[src/rtl/result_display_pkg.sv]
// Shared types and helpers for the result display sequencer and its hold timer.
package result_display_pkg;

    // Top-level sequencing states: capture a set, present it, then flag completion.
    typedef enum logic [1:0] {
        FILL = 2'd0,
        SHOW = 2'd1,
        DONE = 2'd2
    } state_e;

    // Counter width that never collapses to zero bits for tiny counts.
    function automatic int safeWidth(input int n);
        return ($clog2(n) < 1) ? 1 : $clog2(n);
    endfunction

endpackage

[src/rtl/hold_timer.sv]
// Free-running hold counter with enable and clear. Pulses o_tick on the cycle
// it sits at its terminal count, then wraps to zero on the following edge.
module hold_timer
    import result_display_pkg::*;
#(
    parameter int hold_cycles_p = 60000000
) (
    input  logic i_clk,
    input  logic i_reset,
    input  logic i_enable,
    input  logic i_clear,
    output logic o_tick
);

    localparam int CntW = safeWidth(hold_cycles_p);
    localparam logic [CntW-1:0] LastCount = CntW'(hold_cycles_p - 1);

    logic [CntW-1:0] r_count;

    // Clear has priority so a held clear freezes the count at zero.
    assign o_tick = i_enable && !i_clear && (r_count == LastCount);

    // Count enabled cycles, wrapping after the terminal count.
    always_ff @(posedge i_clk) begin
        if (i_reset || i_clear) begin
            r_count <= '0;
        end else if (i_enable) begin
            if (r_count == LastCount) begin
                r_count <= '0;
            end else begin
                r_count <= r_count + CntW'(1);
            end
        end
    end

endmodule

[src/rtl/result_display_sequencer.sv]
// Captures one set of depth_p result words from a valid/ready stream, then
// presents them one by one, advancing on a hold timer (auto) or a step pulse
// (manual), optionally looping, and re-arms for the next set.
module result_display_sequencer
    import result_display_pkg::*;
#(
    parameter int width_p       = 8,
    parameter int depth_p       = 4,
    parameter int hold_cycles_p = 60000000
) (
    input  logic                              clk_i,
    input  logic                              reset_i,
    input  logic                              valid_i,
    input  logic [width_p-1:0]                data_i,
    output logic                              ready_o,
    input  logic                              mode_i,
    input  logic                              step_i,
    input  logic                              loop_i,
    output logic [width_p-1:0]                data_o,
    output logic [safeWidth(depth_p)-1:0]     index_o,
    output logic                              show_o,
    output logic                              done_o
);

    localparam int IdxW = safeWidth(depth_p);
    localparam logic [IdxW-1:0] LastIdx = IdxW'(depth_p - 1);

    state_e               r_state;
    logic [IdxW-1:0]      r_wptr;
    logic [IdxW-1:0]      r_index;
    logic [width_p-1:0]   r_buf [depth_p];
    logic [width_p-1:0]   r_data;
    logic                 r_ready;
    logic                 r_show;
    logic                 r_done;

    logic                 w_write;
    logic                 w_tick;
    logic                 w_timerEnable;
    logic                 w_timerClear;
    logic                 w_advance;
    logic [IdxW-1:0]      w_nextIndex;

    // Words are only accepted while filling, so a set being shown is never overwritten.
    assign w_write       = (r_state == FILL) && valid_i;
    // Manual mode holds the timer at zero, so returning to auto starts a full hold.
    assign w_timerEnable = (r_state == SHOW) && !mode_i;
    assign w_timerClear  = (r_state != SHOW) || mode_i;
    assign w_advance     = (r_state == SHOW) && (mode_i ? step_i : w_tick);
    assign w_nextIndex   = r_index + IdxW'(1);

    hold_timer #(
        .hold_cycles_p(hold_cycles_p)
    ) u_holdTimer (
        .i_clk    (clk_i),
        .i_reset  (reset_i),
        .i_enable (w_timerEnable),
        .i_clear  (w_timerClear),
        .o_tick   (w_tick)
    );

    // Result buffer: plain registers, contents are don't-care after reset.
    always_ff @(posedge clk_i) begin
        if (!reset_i && w_write) begin
            r_buf[r_wptr] <= data_i;
        end
    end

    // Sequencing FSM with all outputs registered.
    always_ff @(posedge clk_i) begin
        if (reset_i) begin
            r_state <= FILL;
            r_wptr  <= '0;
            r_index <= '0;
            r_data  <= '0;
            r_ready <= 1'b1;
            r_show  <= 1'b0;
            r_done  <= 1'b0;
        end else begin
            case (r_state)
                FILL: begin
                    if (w_write) begin
                        if (r_wptr == LastIdx) begin
                            r_state <= SHOW;
                            r_wptr  <= '0;
                            r_index <= '0;
                            r_data  <= r_buf[0];
                            r_ready <= 1'b0;
                            r_show  <= 1'b1;
                        end else begin
                            r_wptr <= r_wptr + IdxW'(1);
                        end
                    end
                end
                SHOW: begin
                    if (w_advance) begin
                        if (r_index != LastIdx) begin
                            r_index <= w_nextIndex;
                            r_data  <= r_buf[w_nextIndex];
                        end else if (loop_i) begin
                            r_index <= '0;
                            r_data  <= r_buf[0];
                        end else begin
                            r_state <= DONE;
                            r_index <= '0;
                            r_data  <= '0;
                            r_show  <= 1'b0;
                            r_done  <= 1'b1;
                        end
                    end
                end
                DONE: begin
                    r_state <= FILL;
                    r_wptr  <= '0;
                    r_index <= '0;
                    r_data  <= '0;
                    r_ready <= 1'b1;
                    r_show  <= 1'b0;
                    r_done  <= 1'b0;
                end
                default: begin
                    r_state <= FILL;
                    r_wptr  <= '0;
                    r_index <= '0;
                    r_data  <= '0;
                    r_ready <= 1'b1;
                    r_show  <= 1'b0;
                    r_done  <= 1'b0;
                end
            endcase
        end
    end

    assign ready_o = r_ready;
    assign data_o  = r_data;
    assign index_o = r_index;
    assign show_o  = r_show;
    assign done_o  = r_done;

endmodule
[config.mk]
export PLATFORM = sky130hd
export DESIGN_NAME = result_display_sequencer
export DESIGN_NICKNAME = d
export VERILOG_FILES = /design/src/rtl/result_display_pkg.sv /design/src/rtl/hold_timer.sv /design/src/rtl/result_display_sequencer.sv
export SDC_FILE = /design/constraint.sdc
export NUM_CORES = 1
export LEC_CHECK = 0
export CAP_MARGIN = 15
export CORE_MARGIN = 2
export CORE_UTILIZATION = 48
export DETAILED_ROUTE_END_ITERATION = 12
export MAX_ROUTING_LAYER = met4
export PLACE_DENSITY = 0.68
export SETUP_SLACK_MARGIN = 0.2
export SYNTH_ARGS = -nofsm -noshare
export SYNTH_HDL_FRONTEND = slang
export SYNTH_SLANG_ARGS = --single-unit
export TNS_END_PERCENT = 10
[constraint.sdc]
create_clock -name clk_i -period 2.5 [get_ports clk_i]
set_input_delay 0.375 -clock clk_i [delete_from_list [all_inputs] [get_ports clk_i]]
set_output_delay 0.375 -clock clk_i [all_outputs]
set_load 0.1 [all_outputs]
==> results of run 1 <==
## registers in the layout (all words and copies together), names as in the netlist
name / count
u_holdTimer.r_count: 26
done_o: 1
data_o: 8
ready_o: 1
r_wptr: 2
r_state: 2
index_o: 2
r_buf: 32
## per-stage QoR
step	total power (W)	instance area, sq um	worst slack, ps
CTS	0.00324	3910	402
finish	0.00321	3910	449
global route	0.00338	3910	249
floorplan	0.00216	3360	45.4
detailed placement	0.00236	3720	265
global placement	0.00236	3720	283
## final timing paths
path	startpoint	endpoint	cells after the start	slack (ps)
max	index_o[1]	data_o[5]	4	450
min	ready_o	ready_o	2	450
max reg2reg	index_o[1]	data_o[5]	4	450
min reg2reg	ready_o	ready_o	2	450
## layer usage
| layer | GRT usage [%] | routed length [um] |
|---|---|---|
| met1 | 23.6 | 2890 |
| met2 | 29.9 | 3090 |
| met3 | 3.68 | 138 |
| met4 | 8.81 | 140 |
| met5 | - | 0 |
## cell type report
cell class,instances,area [sq um],area share [%]
flip-flops and latches,74,1800,46.2
multi-input cells,205,1470,37.6
repair buffers,36,303,7.75
clock buffers,9,124,3.17
well taps,96,120,3.07
clock inverters,7,61.3,1.57
inverters,7,26.3,0.673
## power by group through the flow
| stage | registers, W | logic [W] | clock network [W] |
|---|---|---|---|
| after CTS | 0.00144 | 0.000896 | 0.000896 |
| final | 0.00144 | 0.000890 | 0.000875 |
| after floorplan | 0.00168 | 0.000474 | 0 |
| after global routing | 0.00146 | 0.000966 | 0.000952 |
| after global placement | 0.00147 | 0.000890 | 0 |
| after detailed placement | 0.00147 | 0.000891 | 0 |
## critical path, delay by kind of cell (launching register included)
family	cells	cell delay, ps
adder cells (fa/ha/maj)	1	680
flip-flops	1	340
AO/OA/AOI/OAI	2	350
multiplexers	1	570
## cells by family after synthesis
kind of cell             after synthesis
adder cells (fa/ha/maj)                6
flip-flops                            74
AO/OA/AOI/OAI                         45
AND/OR/NAND/NOR                      124
multiplexers                           9
buffers and inverters                 20
XOR/XNOR                              21
## cell usage in the layout, fill, tap and decap left out, types with 3 or more instances in the layout
master / synthesis / routed
a211oi_2: 4 / 4
a21o_1: 4 / 4
a21oi_1: 14 / 14
a22o_1: 3 / 3
a32oi_1: 4 / 4
and3_1: 9 / 9
buf_4: 2 / 23
clkbuf_8: 0 / 9
clkdlybuf4s50_1: 0 / 13
dfxtp_1: 42 / 41
edfxtp_1: 32 / 32
ha_1: 6 / 6
inv_1: 7 / 7
inv_6: 0 / 3
mux2i_1: 4 / 4
mux4_2: 4 / 4
nand2_1: 15 / 15
nand2b_1: 4 / 4
nand3_1: 14 / 14
nand4_1: 9 / 9
nor2_1: 35 / 35
nor2b_1: 6 / 6
nor3_1: 8 / 8
o21ai_0: 7 / 7
o21ai_1: 3 / 3
xnor2_1: 11 / 11
xor2_1: 10 / 10
==> summary.md, run 1 <==
| Metric | Value |
|---|---|
| Final hold vios | `0` |
| Final Critical Period | `slightly above 2000 ps` |
| DPL Wire Length | `4420 um` |
| Detailed-route via count | `2311` |
| Worst vdd ir | `0.437 mV` |
| Largest family of logic cells by synthesized area | `simple AND/OR/NAND/NOR gates` |
| Leak pwr | `1.31 nW` |
| Clk Latency, worst-skew pair | `360 ps` |
| Dpl cells | `between 400 and 500` |
| Simple-gate share of the synthesized area | `21.5%` |
| EDFF count, synth | `32` |
| Switch Pwr | `0.00119 W` |
| Worst path slowest cell | `ha_1` |
| Post-Synthesis Cells | `approximately 300` |
| Total global routing overflow | `0` |
| CP Cell Sequence | `ha_1, mux4_2, a32oi_1, a211oi_2` |
| # hold bufs at CTS | `0` |
| Yosys warns | `0` |
| Clk sink count | `74` |
| Dominant synthesized flop cell | `dfxtp_1` |
| Std cell rows | `30` |
| Unrepaired setup endpoints after global routing | `false` |
| Post-cts sizing count | `0` |
| Clk slew on worst S/H paths | `approximately 80 ps` |
| Complex-gate fraction of the synthesized area | `10.3%` |
| Sequential element share of the synthesized area | `between 50% and 60%` |
| Final Max Tran Viols | `0` |
| WP data arrival | `2290 ps` |
| Max Fclk | `488 MHz` |
| Die area | `7680 sq um` |
| Xor/xnor share of the synthesized area | `5.48%` |
| Syn-to-layout area delta | `16.3%` |
| Vias per Instance | `approximately 5.3` |
| Setup Total Neg Slack | `0 ps` |
| PortBufs | `26` |
| Initial DRT Pass Iterations | `6` |
| Wire length per cell | `roughly 14 um` |
| Fillers | `595` |
| Final Net Count | `353` |
| Post-route ant nets | `0` |
| Root Driver | `clkbuf_8` |
| Inserted Diodes | `0` |
| CTS tree | `done` |
| Layout cells sized above 1 | `between 10% and 20%` |
| CTS buffer count | `9` |
| DRC viols | `0` |
| CP startpoint kind | `register` |
| Setup Fix Bufs, Post-CTS | `0` |
| GRT Overall Usage | `19.0%` |
| Total wire length | `around 6300 um` |
| Slew @ Worst Pin | `slightly above 600 ps` |
| Most frequent cell after synthesis | `dfxtp_1` |
| Maxcap violations | `0` |
| Worst hold margin | `449 ps` |
| First-pass GRT wire length | `10800 um` |
| DIE WIDTH | `roughly 88 um` |
| Initial core utilization | `49.4%` |
| Top cell type's share of synthesized area | `between 20% and 30%` |
| Post-synth top cells | `dfxtp_1 (42), nor2_1 (35), edfxtp_1 (32)` |
| Max transition margin | `59.6%` |
| Final core area utilization | `57.5%` |
| Sw Ratio | `a little under two fifths` |
| Post-Layout Cell Count | `434` |
| Synth Net Count | `319` |
| Synth async-reset ratio | `0%` |
| Mux share of post-synthesis cell area | `4.21%` |
| H-tree levels | `3` |
| Delay of the slowest critical-path stage | `680 ps` |
| Clk network pwr share | `27.3%` |
| I/O pin count | `27` |
| RD Place Congestion | `0.837` |
| Power Internal | `between 0.002 and 0.0025 W` |
| Pin count of the biggest net entering global routing | `18` |
| Post-Synth Adder-Cell Area | `2.24%` |
| Skew final | `10.0 ps` |
| Synthesized area | `roughly 3400 sq um` |
| Worst EP required | `2740 ps` |
| Ranking of synthesized cells by area | `edfxtp_1 (29%), dfxtp_1 (25%), nor2_1 (3.9%)` |
| Die Y-Extent | `87.6 um` |
| Gate power share | `27.7%` |
| Crit-path max FO | `14` |
| Tcrit/Tclk final | `82.0%` |
| Avg Inst Size Synth | `11.2 sq um` |
| Status | `finished, final reports clean` |
| Initial antenna violation count | `0` |
| Vias in the first global route | `2259` |
| Pwr dens | `roughly 800 nW/um^2` |
| Crit. End Element | `register` |
| Setup CP Type | `register to register` |
| Synth Register Bits | `74` |
| Core area | `around 6800 sq um` |
| Seq pwr share | `between 40% and 50%` |
| Final setup viols | `0` |
| HP Class | `register to register` |
| Starting DRC count in detailed routing | `133` |
| Yosys top cell by area | `edfxtp_1` |
| Number of distinct library cells after synthesis | `51` |
| Max Root-Sink Buffers | `2` |
Power figures use the tool's default switching activity.
==> inputs of run 2 (changes only) <==
--- a/config.mk
+++ b/config.mk
@@ -10,7 +10,7 @@
 export CORE_UTILIZATION = 48
 export DETAILED_ROUTE_END_ITERATION = 12
 export MAX_ROUTING_LAYER = met4
-export PLACE_DENSITY = 0.68
+export PLACE_DENSITY = 0.7
 export SETUP_SLACK_MARGIN = 0.2
 export SYNTH_ARGS = -nofsm -noshare
 export SYNTH_HDL_FRONTEND = slang
==> constraint.sdc (replaced) <==
create_clock -name clk_i -period 1.8 [get_ports clk_i]
set_input_delay 0.27 -clock clk_i [delete_from_list [all_inputs] [get_ports clk_i]]
set_output_delay 0.27 -clock clk_i [all_outputs]
set_load 0.1 [all_outputs]
==> run 2 against run 1 <==
Effect of this change: hold slack lost 5.5 ps; register-to-register slack worse by 380 ps; non-clock buffer count is 47 higher; cell count increased by 11%; critical path depth up 2; total power rose by 48%; largest cell class unchanged; utilization increased by 9.3 points; flip-flop and latch count is the same; die area is the same; via count increased by 10%.
==> summary.md, run 2 (synthesized netlist as in run 1, its figures left out) <==
| Metric | Value |
|---|---|
| Cells on worst reg2reg path | `6` |
| Crit-path max FO | `5` |
| Final hold vios | `0` |
| Commonest cells after routing, fill and taps aside | `buf_4 (59), nor2_1 (32), edfxtp_1 (32), dfxtp_1 (29), nand2_1 (15)` |
| End point of the critical path | `u_holdTimer.r_count[25]` |
| Die Y-Extent | `between 80 and 90 um` |
| Starting DRC count in detailed routing | `approximately 130` |
| WP data arrival | `between 1500 and 2000 ps` |
| Wire length per cell | `about 15 um` |
| Clk slew on worst S/H paths | `approximately 80 ps` |
| Post-route ant nets | `0` |
| GRT Overall Usage | `21.6%` |
| Critical path startpoint | `u_holdTimer.r_count[19]` |
| Final Critical Period | `1730 ps` |
| Pwr dens | `1050 nW/um^2` |
| # hold bufs at CTS | `0` |
| Post-Layout Cell Count | `481` |
| RD Place Congestion | `0.863` |
| Crit. End Element | `register` |
| Unrepaired setup endpoints after global routing | `true` |
| Initial core utilization | `49.4%` |
| Setup Total Neg Slack | `0 ps` |
| Clk sink count | `74` |
| Dpl cells | `roughly 460` |
| Switch Pwr | `0.00166 W` |
| Max Root-Sink Buffers | `2` |
| Die area | `7680 sq um` |
| Vias in the first global route | `approximately 2600` |
| Final Max Tran Viols | `0` |
| Max reg flops | `32` |
| Maxcap violations | `0` |
| Vias per Instance | `approximately 5.3` |
| Slew @ Worst Pin | `354 ps` |
| Root Driver | `clkbuf_8` |
| Power Internal | `a little over 0.003 W` |
| Leak pwr | `1.64 nW` |
| Worst path slowest cell | `dfxtp_2` |
| Sw Ratio | `between 30% and 40%` |
| Core area | `6790 sq um` |
| CP Cell Sequence | `nor4b_4, nand3_2, buf_6, o31ai_4, nor2_1, mux2_4` |
| Gate power share | `31.0%` |
| Commonest non-fill, non-tap cell in the layout | `buf_4` |
| DIE WIDTH | `just under 90 um` |
| CP startpoint kind | `register` |
| PortBufs | `26` |
| DP Area | `around 4200 sq um` |
| Inserted Diodes | `0` |
| Total wire length | `about 7400 um` |
| DRC viols | `0` |
| CP Depth | `6` |
| Final setup viols | `0` |
| Skew final | `8.15 ps` |
| Layout cells sized above 1 | `about a third` |
| R2r endpoint | `u_holdTimer.r_count[25]` |
| Pin count of the biggest net entering global routing | `18` |
| Flop-to-flop setup slack | `70 ps` |
| CP bufs+invs | `1` |
| DPL Wire Length | `5270 um` |
| Initial DRT Pass Iterations | `4` |
| Final Net Count | `400` |
| HP Class | `register to register` |
| Setup CP Type | `register to register` |
| Worst vdd ir | `roughly 0.64 mV` |
| CTS buffer count | `9` |
| Detailed-route via count | `2548` |
| Syn-to-layout area delta | `35.1%` |
| Tcrit/Tclk final | `96.1%` |
| Status | `finished, final reports clean` |
| I/O pin count | `27` |
| Design Area, Final | `approximately 4500 sq um` |
| First-pass GRT wire length | `between 10000 and 15000 um` |
| CTS tree | `done` |
| Register with the most flip-flops | `r_buf` |
| RR Startpoint | `u_holdTimer.r_count[19]` |
| Seq pwr share | `41.9%` |
| Std cell rows | `30` |
| Delay of the slowest critical-path stage | `between 300 and 400 ps` |
| Worst EP required | `2040 ps` |
| Total global routing overflow | `0` |
| Crit path max-delay family | `simple AND/OR/NAND/NOR gates` |
| H-tree levels | `3` |
| Clk Latency, worst-skew pair | `350 ps` |
| Initial antenna violation count | `0` |
| Max Fclk | `578 MHz` |
| Max transition margin | `76.4%` |
| Clk network pwr share | `a little over a quarter` |
[run 2: cell count changes in the layout (fill, tap and decap cells not counted), sizes merged]
| cell | before | now |
|---|---|---|
| clkinvlp | 2 | 3 |
| clkbuf | 9 | 10 |
| clkinv | 1 | 2 |
| buf | 23 | 70 |
| inv | 11 | 7 |
| bufinv | 0 | 1 |
[run 2: area by class of cell]
class	count	area, sq um
fill	529	2260
sequential	74	1830
multi-input combinational	205	1600
timing repair buffer	83	771
clock buffer	10	128
tap	96	120
clock inverter	6	67.6
inverter	7	26.3
[run 2: power by group through the flow]
| stage | clock (W) | combinational (W) | sequential [W] |
|---|---|---|---|
| final | 0.00128 | 0.00147 | 0.00199 |
| after global routing | 0.00139 | 0.00158 | 0.00201 |
| after CTS | 0.00131 | 0.00146 | 0.00199 |
| after detailed placement | 0 | 0.00145 | 0.00202 |
| after global placement | 0 | 0.00143 | 0.00202 |
| after floorplan | 0 | 0.000675 | 0.00234 |
[run 2: per-layer routing]
metal	track usage (%)	part of all wire (%)	up-vias	wire [um]
li1	-	-	1259	-
met3	3.39	2.7	7	199
met4	8.53	1.5	0	108
met5	-	0	-	0
met2	36.0	52	48	3870
met1	26.5	43	1234	3210
[run 2: stage by stage]
step | hold WS [ps] | power, W | utilization, % | setup slack [ps]
after floorplan | 339 | 0.00301 | - | -22.2
after global placement | 431 | 0.00345 | 61.6 | -177
after detailed placement | 437 | 0.00347 | 61.6 | -232
after CTS | 449 | 0.00476 | 65.9 | 94.0
after global routing | 482 | 0.00498 | 66.8 | -32.0
final | 443 | 0.00475 | 66.8 | 69.9
[run 2: tightest hold or removal path: stages, from the launching register on]
cell,delay [ps]
dfxtp_1,310
nand2_1,50
nand2_1,40
[run 2: how the worst min path moves through the flow]
| stage | to | cells after the start | start |
|---|---|---|---|
| finish | ready_o | 2 | ready_o |
| global placement | ready_o | 2 | ready_o |
| CTS | ready_o | 2 | ready_o |
| detailed placement | ready_o | 2 | ready_o |
| global route | ready_o | 2 | ready_o |
| floorplan | r_state[1] | 1 | reset_i |
[run 2: repair_timing]
| item | 4_1_cts | 5_1_grt |
|---|---|---|
| setup endpoints to repair | 38 | 38 |
| hold endpoints to repair | 0 | 0 |
| cloned | 0 | 0 |
| pin swaps | 7 | 18 |
| setup buffers | 3 | 0 |
| gates resized for setup | 18 | 16 |
